[src/rtl/alu_pkg.sv]
// alu_pkg: shared opcodes, flag bit indices and FSM states for alu_seq.
// Build option ALU_FAST_MUL_EN selects a single-cycle multiplier.
package alu_pkg;

  localparam logic [2:0] OP_AND = 3'b000;
  localparam logic [2:0] OP_OR  = 3'b001;
  localparam logic [2:0] OP_NOT = 3'b010;
  localparam logic [2:0] OP_LSL = 3'b011;
  localparam logic [2:0] OP_LSR = 3'b100;
  localparam logic [2:0] OP_ADD = 3'b101;
  localparam logic [2:0] OP_SUB = 3'b110;
  localparam logic [2:0] OP_MUL = 3'b111;

  localparam int FLG_Z = 0;
  localparam int FLG_P = 1;
  localparam int FLG_N = 2;
  localparam int FLG_C = 3;
  localparam int FLG_V = 4;

  typedef enum logic {
    ST_IDLE = 1'b0,
    ST_MUL  = 1'b1
  } state_t;

endpackage

[src/rtl/alu_mul_iter.sv]
// alu_mul_iter: right-shifting shift-add multiplier, one step per cycle.
// Used by alu_seq unless ALU_FAST_MUL_EN is defined.
module alu_mul_iter #(
  parameter int WIDTH = 8
) (
  input  logic               clk,
  input  logic               rst,
  input  logic               start,
  input  logic [WIDTH-1:0]   a,
  input  logic [WIDTH-1:0]   b,
  output logic               done,
  output logic [2*WIDTH-1:0] prod
);

  localparam int CW = $clog2(WIDTH) + 1;

  logic             active;
  logic [CW-1:0]    cnt;
  logic [WIDTH-1:0] mcand;
  logic [WIDTH-1:0] acc;
  logic [WIDTH-1:0] mplier;
  logic [WIDTH:0]   sum;

  assign sum  = {1'b0, acc}
              + (mplier[0] ? {1'b0, mcand} : '0);
  assign done = active & (cnt == CW'(WIDTH - 1));
  // Product as it will stand after this step's shift.
  assign prod = {sum, mplier[WIDTH-1:1]};

  always_ff @(posedge clk) begin
    if (rst) begin
      active <= 1'b0;
      cnt    <= '0;
      mcand  <= '0;
      acc    <= '0;
      mplier <= '0;
    end else if (start) begin
      active <= 1'b1;
      cnt    <= '0;
      mcand  <= a;
      acc    <= '0;
      mplier <= b;
    end else if (active) begin
      acc    <= sum[WIDTH:1];
      mplier <= {sum[0], mplier[WIDTH-1:1]};
      cnt    <= cnt + CW'(1);
      if (done) active <= 1'b0;
    end
  end

endmodule

[src/rtl/alu_seq.sv]
// alu_seq: registered ALU with valid/ready handshakes and iterative MUL.
// Build option ALU_FAST_MUL_EN selects a single-cycle multiplier.
module alu_seq
  import alu_pkg::*;
#(
  parameter int WIDTH = 8
) (
  input  logic             clk,
  input  logic             rst,
  input  logic             in_valid,
  output logic             in_ready,
  input  logic [2:0]       op,
  input  logic [WIDTH-1:0] a,
  input  logic [WIDTH-1:0] b,
  output logic             out_valid,
  input  logic             out_ready,
  output logic [WIDTH-1:0] res_lo,
  output logic [WIDTH-1:0] res_hi,
  output logic [4:0]       flags,
  output logic             busy
);

  localparam int M = WIDTH - 1;

  state_t               state_q;
  state_t               state_d;
  logic                 accept;
  logic                 mul_go;
  logic                 mul_done;
  logic [2*WIDTH-1:0]   mul_prod;
  logic                 load;
  logic [WIDTH:0]       add_s;
  logic [WIDTH:0]       sub_s;
  logic [WIDTH-1:0]     r_lo;
  logic [WIDTH-1:0]     r_hi;
  logic                 r_c;
  logic                 r_v;
  logic [4:0]           r_fl;

  assign in_ready = (state_q == ST_IDLE)
                  & (~out_valid | out_ready);
  assign accept   = in_valid & in_ready;
  assign busy     = (state_q == ST_MUL);
  assign load     = mul_done | (accept & ~mul_go);

`ifdef ALU_FAST_MUL_EN
  logic [2*WIDTH-1:0] fprod;

  assign mul_go   = 1'b0;
  assign mul_done = 1'b0;
  assign mul_prod = '0;
  assign fprod    = {{WIDTH{1'b0}}, a}
                  * {{WIDTH{1'b0}}, b};
`else
  assign mul_go = accept & (op == OP_MUL);

  alu_mul_iter #(
    .WIDTH (WIDTH)
  ) u_mul (
    .clk   (clk),
    .rst   (rst),
    .start (mul_go),
    .a     (a),
    .b     (b),
    .done  (mul_done),
    .prod  (mul_prod)
  );
`endif

  assign add_s = {1'b0, a} + {1'b0, b};
  assign sub_s = {1'b0, a} + {1'b0, ~b}
               + {{WIDTH{1'b0}}, 1'b1};

  always_comb begin
    r_lo = '0;
    r_hi = '0;
    r_c  = 1'b0;
    r_v  = 1'b0;
    if (mul_done) begin
      {r_hi, r_lo} = mul_prod;
      r_c = |mul_prod[2*WIDTH-1:WIDTH];
    end else begin
      unique case (op)
        OP_AND: r_lo = a & b;
        OP_OR:  r_lo = a | b;
        OP_NOT: r_lo = ~a;
        OP_LSL: begin
          r_lo = {a[M-1:0], 1'b0};
          r_c  = a[M];
        end
        OP_LSR: begin
          r_lo = {1'b0, a[M:1]};
          r_c  = a[0];
        end
        OP_ADD: begin
          r_lo = add_s[M:0];
          r_c  = add_s[WIDTH];
          r_v  = (a[M] == b[M]) & (add_s[M] != a[M]);
        end
        OP_SUB: begin
          r_lo = sub_s[M:0];
          r_c  = sub_s[WIDTH];
          r_v  = (a[M] != b[M]) & (sub_s[M] != a[M]);
        end
        OP_MUL: begin
`ifdef ALU_FAST_MUL_EN
          {r_hi, r_lo} = fprod;
          r_c = |fprod[2*WIDTH-1:WIDTH];
`endif
        end
      endcase
    end
  end

  always_comb begin
    r_fl        = '0;
    r_fl[FLG_Z] = ~|r_lo;
    r_fl[FLG_P] = ~^r_lo;
    r_fl[FLG_N] = r_lo[M];
    r_fl[FLG_C] = r_c;
    r_fl[FLG_V] = r_v;
  end

  always_comb begin
    state_d = state_q;
    unique case (state_q)
      ST_IDLE: if (mul_go)   state_d = ST_MUL;
      ST_MUL:  if (mul_done) state_d = ST_IDLE;
    endcase
  end

  always_ff @(posedge clk) begin
    if (rst) begin
      state_q   <= ST_IDLE;
      out_valid <= 1'b0;
      res_lo    <= '0;
      res_hi    <= '0;
      flags     <= '0;
    end else begin
      state_q <= state_d;
      if (load) begin
        out_valid <= 1'b1;
        res_lo    <= r_lo;
        res_hi    <= r_hi;
        flags     <= r_fl;
      end else if (out_ready) begin
        out_valid <= 1'b0;
      end
    end
  end

endmodule

[config.mk]
export PLATFORM = sky130hd
export DESIGN_NAME = alu_seq
export DESIGN_NICKNAME = d
export VERILOG_FILES = /design/src/rtl/alu_pkg.sv /design/src/rtl/alu_mul_iter.sv /design/src/rtl/alu_seq.sv
export SDC_FILE = /design/constraint.sdc
export NUM_CORES = 1
export LEC_CHECK = 0
export ABC_AREA = 1
export CORE_ASPECT_RATIO = 1.5
export CORE_MARGIN = 2
export CORE_UTILIZATION = 30
export DETAILED_ROUTE_END_ITERATION = 10
export SLEW_MARGIN = 15
export SYNTH_ARGS = -nofsm -noshare
export SYNTH_HDL_FRONTEND = slang
export SYNTH_SLANG_ARGS = --single-unit
[constraint.sdc]
create_clock -name clk -period 2.52 [get_ports clk]
set_input_delay 0.252 -clock clk [delete_from_list [all_inputs] [get_ports clk]]
set_output_delay 0.252 -clock clk [all_outputs]
set_load 0.05 [all_outputs]
======== Word-level counts from Yosys, hierarchy flattened ========
Index checks and enable logic that the tools add are counted.
operators by class
  add/sub/neg operators ................... 5
  equality and inequality tests ........... 12
  muxes and demuxes ....................... 17
  bitwise operators ....................... 16
  reductions and logical operators ........ 8
operators with widths
  kind                   number
  $pmux W8 S7            1
  $mux W8                5
  $add A8 B8 Y9          2
  $not A8 Y8             2
  $reduce_or A8 Y1       2
  $eq A3 B3 Y1 const B   4
  $add A8 B9 Y9          1
  $add A9 B1 Y9 const B  1
  $and A8 B8 Y8          1
  $mux W1                8
  $or A8 B8 Y8           1
  $reduce_xnor A8 Y1     1
  $and A1 B1 Y1          7
  $eq A3 B2 Y1 const B   2
  $add A4 B1 Y4 const B  1
  $eq A4 B3 Y1 const B   1
  $pmux W1 S2            2
  $pmux W1 S4            1
  $reduce_bool A2 Y1     2
  $eq A3 B1 Y1 const B   1
  $logic_not A3 Y1       1
  $ne A1 B1 Y1           3
  $not A1 Y1             3
  $or A1 B1 Y1           2
  3 further kinds        3
storage, ports and cells
  flip-flop bits (word level) ............. 52
  input bits .............................. 23
  output and inout bits ................... 24
  word-level logic and storage cells ...... 68

======== Longest topological paths before layout ========
Gate-level depths: netlist of run 1.
  depth in word-level cells ............... 9
  mapped depth ............................ 16
  mapped depth without buffers ............ 15

======== By module ========
From an unflattened synthesis of run 1, not the netlist that was laid out.
second synthesis, totals
  cell total of the unflattened synthesis .. 623
  area total of the unflattened synthesis .. 4038.9 um^2
modules (own cells, without submodules)
  module        instances  cells each  area each (um^2)  seq. area each (um^2)
  alu_seq       1          380         2332.2            440.4
  alu_mul_iter  1          243         1706.6            580.6

======== Least setup slack after synthesis of run 1 ========
OpenSTA, ideal clock, no wires.
  kind .................................... input to register
  from .................................... input a[0]
  to ...................................... register flags[1]
  arrival time ............................ 2.111 ns
  required time ........................... 2.399 ns
  slack ................................... 0.288 ns
  stages on the path ...................... 14
  path through ............................ inv_1 -> ha_1 -> fa_1 -> inv_1 -> nand4_1 -> nand3_1 -> nand2_1 -> nand3_1 -> nand3_1 -> a21oi_1 -> ha_1 -> xnor2_1 -> xnor2_1 -> a21oi_1
between the ends
  cells in the longest elaborated chain, start to end .. 5
RTL lines
  element                 line            text
  start, declared         alu_seq.sv:13   input logic [WIDTH-1:0] a,
  $add A8 B8 Y9           alu_seq.sv:71   assign sub_s = {1'b0, a} + {1'b0, ~b}
  $add A9 B1 Y9           alu_seq.sv:72   + {{WIDTH{1'b0}}, 1'b1};
  $pmux W8 S7 (*)         alu_seq.sv:83   unique case (op)
  $mux W8 (*)             alu_seq.sv:79   if (mul_done) begin
  $reduce_xnor A8 Y1 (*)  alu_seq.sv:118  r_fl[FLG_P] = ~^r_lo;
  end signal, assigned    alu_seq.sv:145  flags <= r_fl;
  end, declared           alu_seq.sv:19   output logic [4:0] flags,
Mark *: on every way between the ends. The rest lies on a longest branch, timed or not.
A chain may end at the register's enable or synchronous reset.

======== Worst setup path in the final report of run 1 ========
Same ends and word-level chain as after synthesis.

==> results of run 1 <==
critical path, delay by kind of cell:
kind                     cells  cell delay, ps
AND/OR/NAND/NOR              3             230
adder cells (fa/ha/maj)      3             920
XOR/XNOR                     2             300
AO/OA/AOI/OAI                3             530
buffers and inverters        3             360
state kept, by name, summed over array words and instances, names as in the netlist:
name,count
busy,1
flags,5
out_valid,1
res_hi,8
res_lo,7
u_mul.acc,8
u_mul.active,1
u_mul.cnt,4
u_mul.mcand,8
u_mul.mplier,8
final cells by class:
class                      instances  area [µm²]  area share [%]
clock buffer                       5         125            2.26
clock inverter                     3        46.3           0.836
multi-input combinational        442        2600            47.0
timing repair buffer             132        1130            20.5
tap                              159         199            3.59
sequential                        51        1020            18.4
inverter                         109         409            7.39
power groups by stage:
stage / Sequential, µW / Clock (µW) / Combinational (µW)
2_1_floorplan: 947 / 0 / 360
3_3_place_gp: 878 / 0 / 743
3_5_place_dp: 878 / 0 / 747
4_1_cts: 859 / 815 / 765
5_1_grt: 862 / 836 / 906
6_report: 859 / 797 / 828
path summary, 6_finish.rpt:
| check | slack [ps] | start | to | cells after the start |
|---|---|---|---|---|
| worst min-delay path | 410 | a[5] | u_mul.mcand[5] | 4 |
| worst max-delay path | 80 | a[0] | flags[1] | 14 |
| worst max register to register | 310 | u_mul.mplier[0] | flags[3] | 13 |
| worst min register to register | 460 | u_mul.mcand[0] | u_mul.mcand[0] | 2 |
cells in the mapped netlist, types with 4 or more instances:
cell type and count:
nand3b_1 4, buf_2 9, a21oi_1 45, o21ai_0 45, xor2_1 5, nand4_1 16
nand3_1 47, nand2_1 153, nor2_1 48, ha_1 37, dfxtp_1 51, inv_1 106
clkbuf_1 8, o22ai_1 12, o211ai_1 4
metrics by stage:
stage / instance area (µm²) / worst slack, ps / total power [µW] / instances / TNS, ps
6_report: 5540 / 78.4 / 2480 / 901 / 0
5_1_grt: 5540 / -8.48 / 2600 / 901 / -8.48
4_1_cts: 5350 / 7.94 / 2440 / 898 / 0
3_5_place_dp: 5110 / -481 / 1630 / 889 / -677
3_3_place_gp: 5110 / -420 / 1620 / 889 / -604
2_1_floorplan: 3940 / 288 / 1310 / 623 / 0
logic make-up after synthesis:
family / count (synthesis)
DFF: 51
adders and majority gates: 40
and+or+nand+nor: 279
xor gates and xnor gates: 8
buffers and inverters: 130
AOI/OAI and AO/OA: 115
repair_timing:
| action | CTS | global route |
|---|---|---|
| resized for setup | 16 | 53 |
| pin swaps | 7 | 19 |
| buffers inserted | 1 | 3 |
| endpoints found under the setup margin | 1 | 2 |
layer usage:
layer	wire length, µm	vias up	track usage [%]
li1	-	2229	-
met1	4840	1936	18.7
met2	6530	88	34.4
met3	330	32	1.88
met4	602	0	8.11
met5	0	-	0
==> results.md, run 1 <==
- Status: completed
- Slowest cell delay on critical path: 390 ps
- Port Buf Inserts: 46
- Ports: 47
- GRT Resource Usage Total: 17.6%
- Switching Fraction: 32.7%
- Final worst-path cycle share: 96.9%
- Initial antenna violation count: 0
- Grt total ovfl: 0
- Synth Flop Type: dfxtp_1
- TritonCTS Buffers: 5
- Cell variety after synth: 32
- DRC viols: 0
- Vias in the first global route: 4286
- Starting Density: 30.6%
- Post-synthesis average cell area: 6.32 µm²
- Final Skew: 9.16 ps
- Flops & latches, synth: 51
- Starting DRC count in detailed routing: 176
- Synth Area in XOR/XNOR: 1.78%
- Crit path kind: in -> reg
- Nets: 804
- Largest net degree at the start of global routing: 25
- Leakage: 0.00282 µW
- Setup violations, final: 0
- Crit-path slowest cell: fa_2
- Wire per inst: 13.7 µm
- Core Box Area: 12900 µm²
- Dominant cell type by area after synthesis: dfxtp_1
- Synth Area in Adders: 13.3%
- Row cnt: 51
- Clk pwr share: 32.1%
- DRT Pass-1 Iters: 4
- Layout Utilization: 42.9%
- Root Buffer: clkbuf_16
- Worst rel slew slack: 59.8%
- Synthesized net count: 686
- Synth area leaders: dfxtp_1 (26%), nand2_1 (15%), ha_1 (12%), inv_1 (10%), nand3_1 (6.0%)
- Final hold slack: 413 ps
- Area Overhead vs Synth: 40.5%
- Htree depth: 2
- DP Wirelength: 9910 µm
- CTS clk-pin slew, worst paths: 80 ps
- Crit. End Element: flip-flop
- DIE HEIGHT: 144 µm
- Number of synthesized flops with an enable pin: 0
- Antenna Cells: 0
- Register area share after synthesis: 25.9%
- RD Place Congestion: 0.959
- CP Cell Sequence: dlygate4sd2_1, inv_1, ha_2, fa_2, inv_2, nand3_1, nand3_1, nand2_1, o211ai_1, a21oi_1, ha_1, xor2_2, xnor2_1, a21oi_1
- DR vias: 4285
- HP Class: in -> reg
- Fill cell count: 1364
- Maxcap violations: 0
- Largest family of logic cells by synthesized area: simple AND/OR/NAND/NOR gates
- Die Span X: 97.6 µm
- Post-synthesis cell count: 623
- Yosys top cell area share: 25.9%
- Synth Area in Simple Gates: 30.2%
- Hold Violations, Final: 0
- Clock latency on the worst-skew pair: 290 ps
- Post-route ant nets: 0
- CP Max Fanout: 3
- Most common cell after layout, fill and taps aside: nand2_1
- Routed vias/inst: 4.76
- Peak supply drop: 0.254 mV
- Combinational Power Share: 33.3%
- Post-Route WL: 12300 µm
- Max Clk Rate: 410 MHz
- First-pass GRT wire length: 20000 µm
- Post-layout min period: 2440 ps
- P_int: 1670 µW
- Die Footprint: 14100 µm²
- CTS Hold Bufs: 0
- Power density over the cells: 449 nW/µm²
- WP data arrival: 2610 ps
- Most frequent cells in the layout: nand2_1 (144), inv_1 (92), buf_4 (85)
- Worst slew pin tran: 601 ps
- Multiplexer area fraction after synthesis: 0%
- Clk buf depth: 2
- Synth async-reset ratio: 0%
- Startpoint Class: primary input
- Compound-Gate Fraction of Synth Area: 15.7%
- Pins Over Slew Limit: 0
- WP data required: 2690 ps
- CTS tree: yes
- CTS Sinks: 51
- Mapped Area: 3940 µm²
- Share of cells above drive strength 1: 20.6%
- Reg power frac: 34.6%
- Ys Warns: 0
- Sw power: 811 µW
Note: power is estimated with default switching activity, not from simulation.
==> run 2: changes to the inputs <==
--- a/config.mk
+++ b/config.mk
@@ -10,7 +10,7 @@
 export CORE_MARGIN = 2
 export CORE_UTILIZATION = 30
 export DETAILED_ROUTE_END_ITERATION = 10
-export SLEW_MARGIN = 15
+export SLEW_MARGIN = 25
 export SYNTH_ARGS = -nofsm -noshare
 export SYNTH_HDL_FRONTEND = slang
 export SYNTH_SLANG_ARGS = --single-unit
==> results of run 2 <==
Same layout as run 1: the final DEF is identical, and so are final timing and power.
==> run 3: changes to the inputs <==
--- a/config.mk
+++ b/config.mk
@@ -6,6 +6,7 @@
 export NUM_CORES = 1
 export LEC_CHECK = 0
 export ABC_AREA = 1
+export CAP_MARGIN = 25
 export CORE_ASPECT_RATIO = 1.5
 export CORE_MARGIN = 2
 export CORE_UTILIZATION = 30
==> results of run 3 <==
Same layout as run 1: the final DEF is identical, and so are final timing and power.
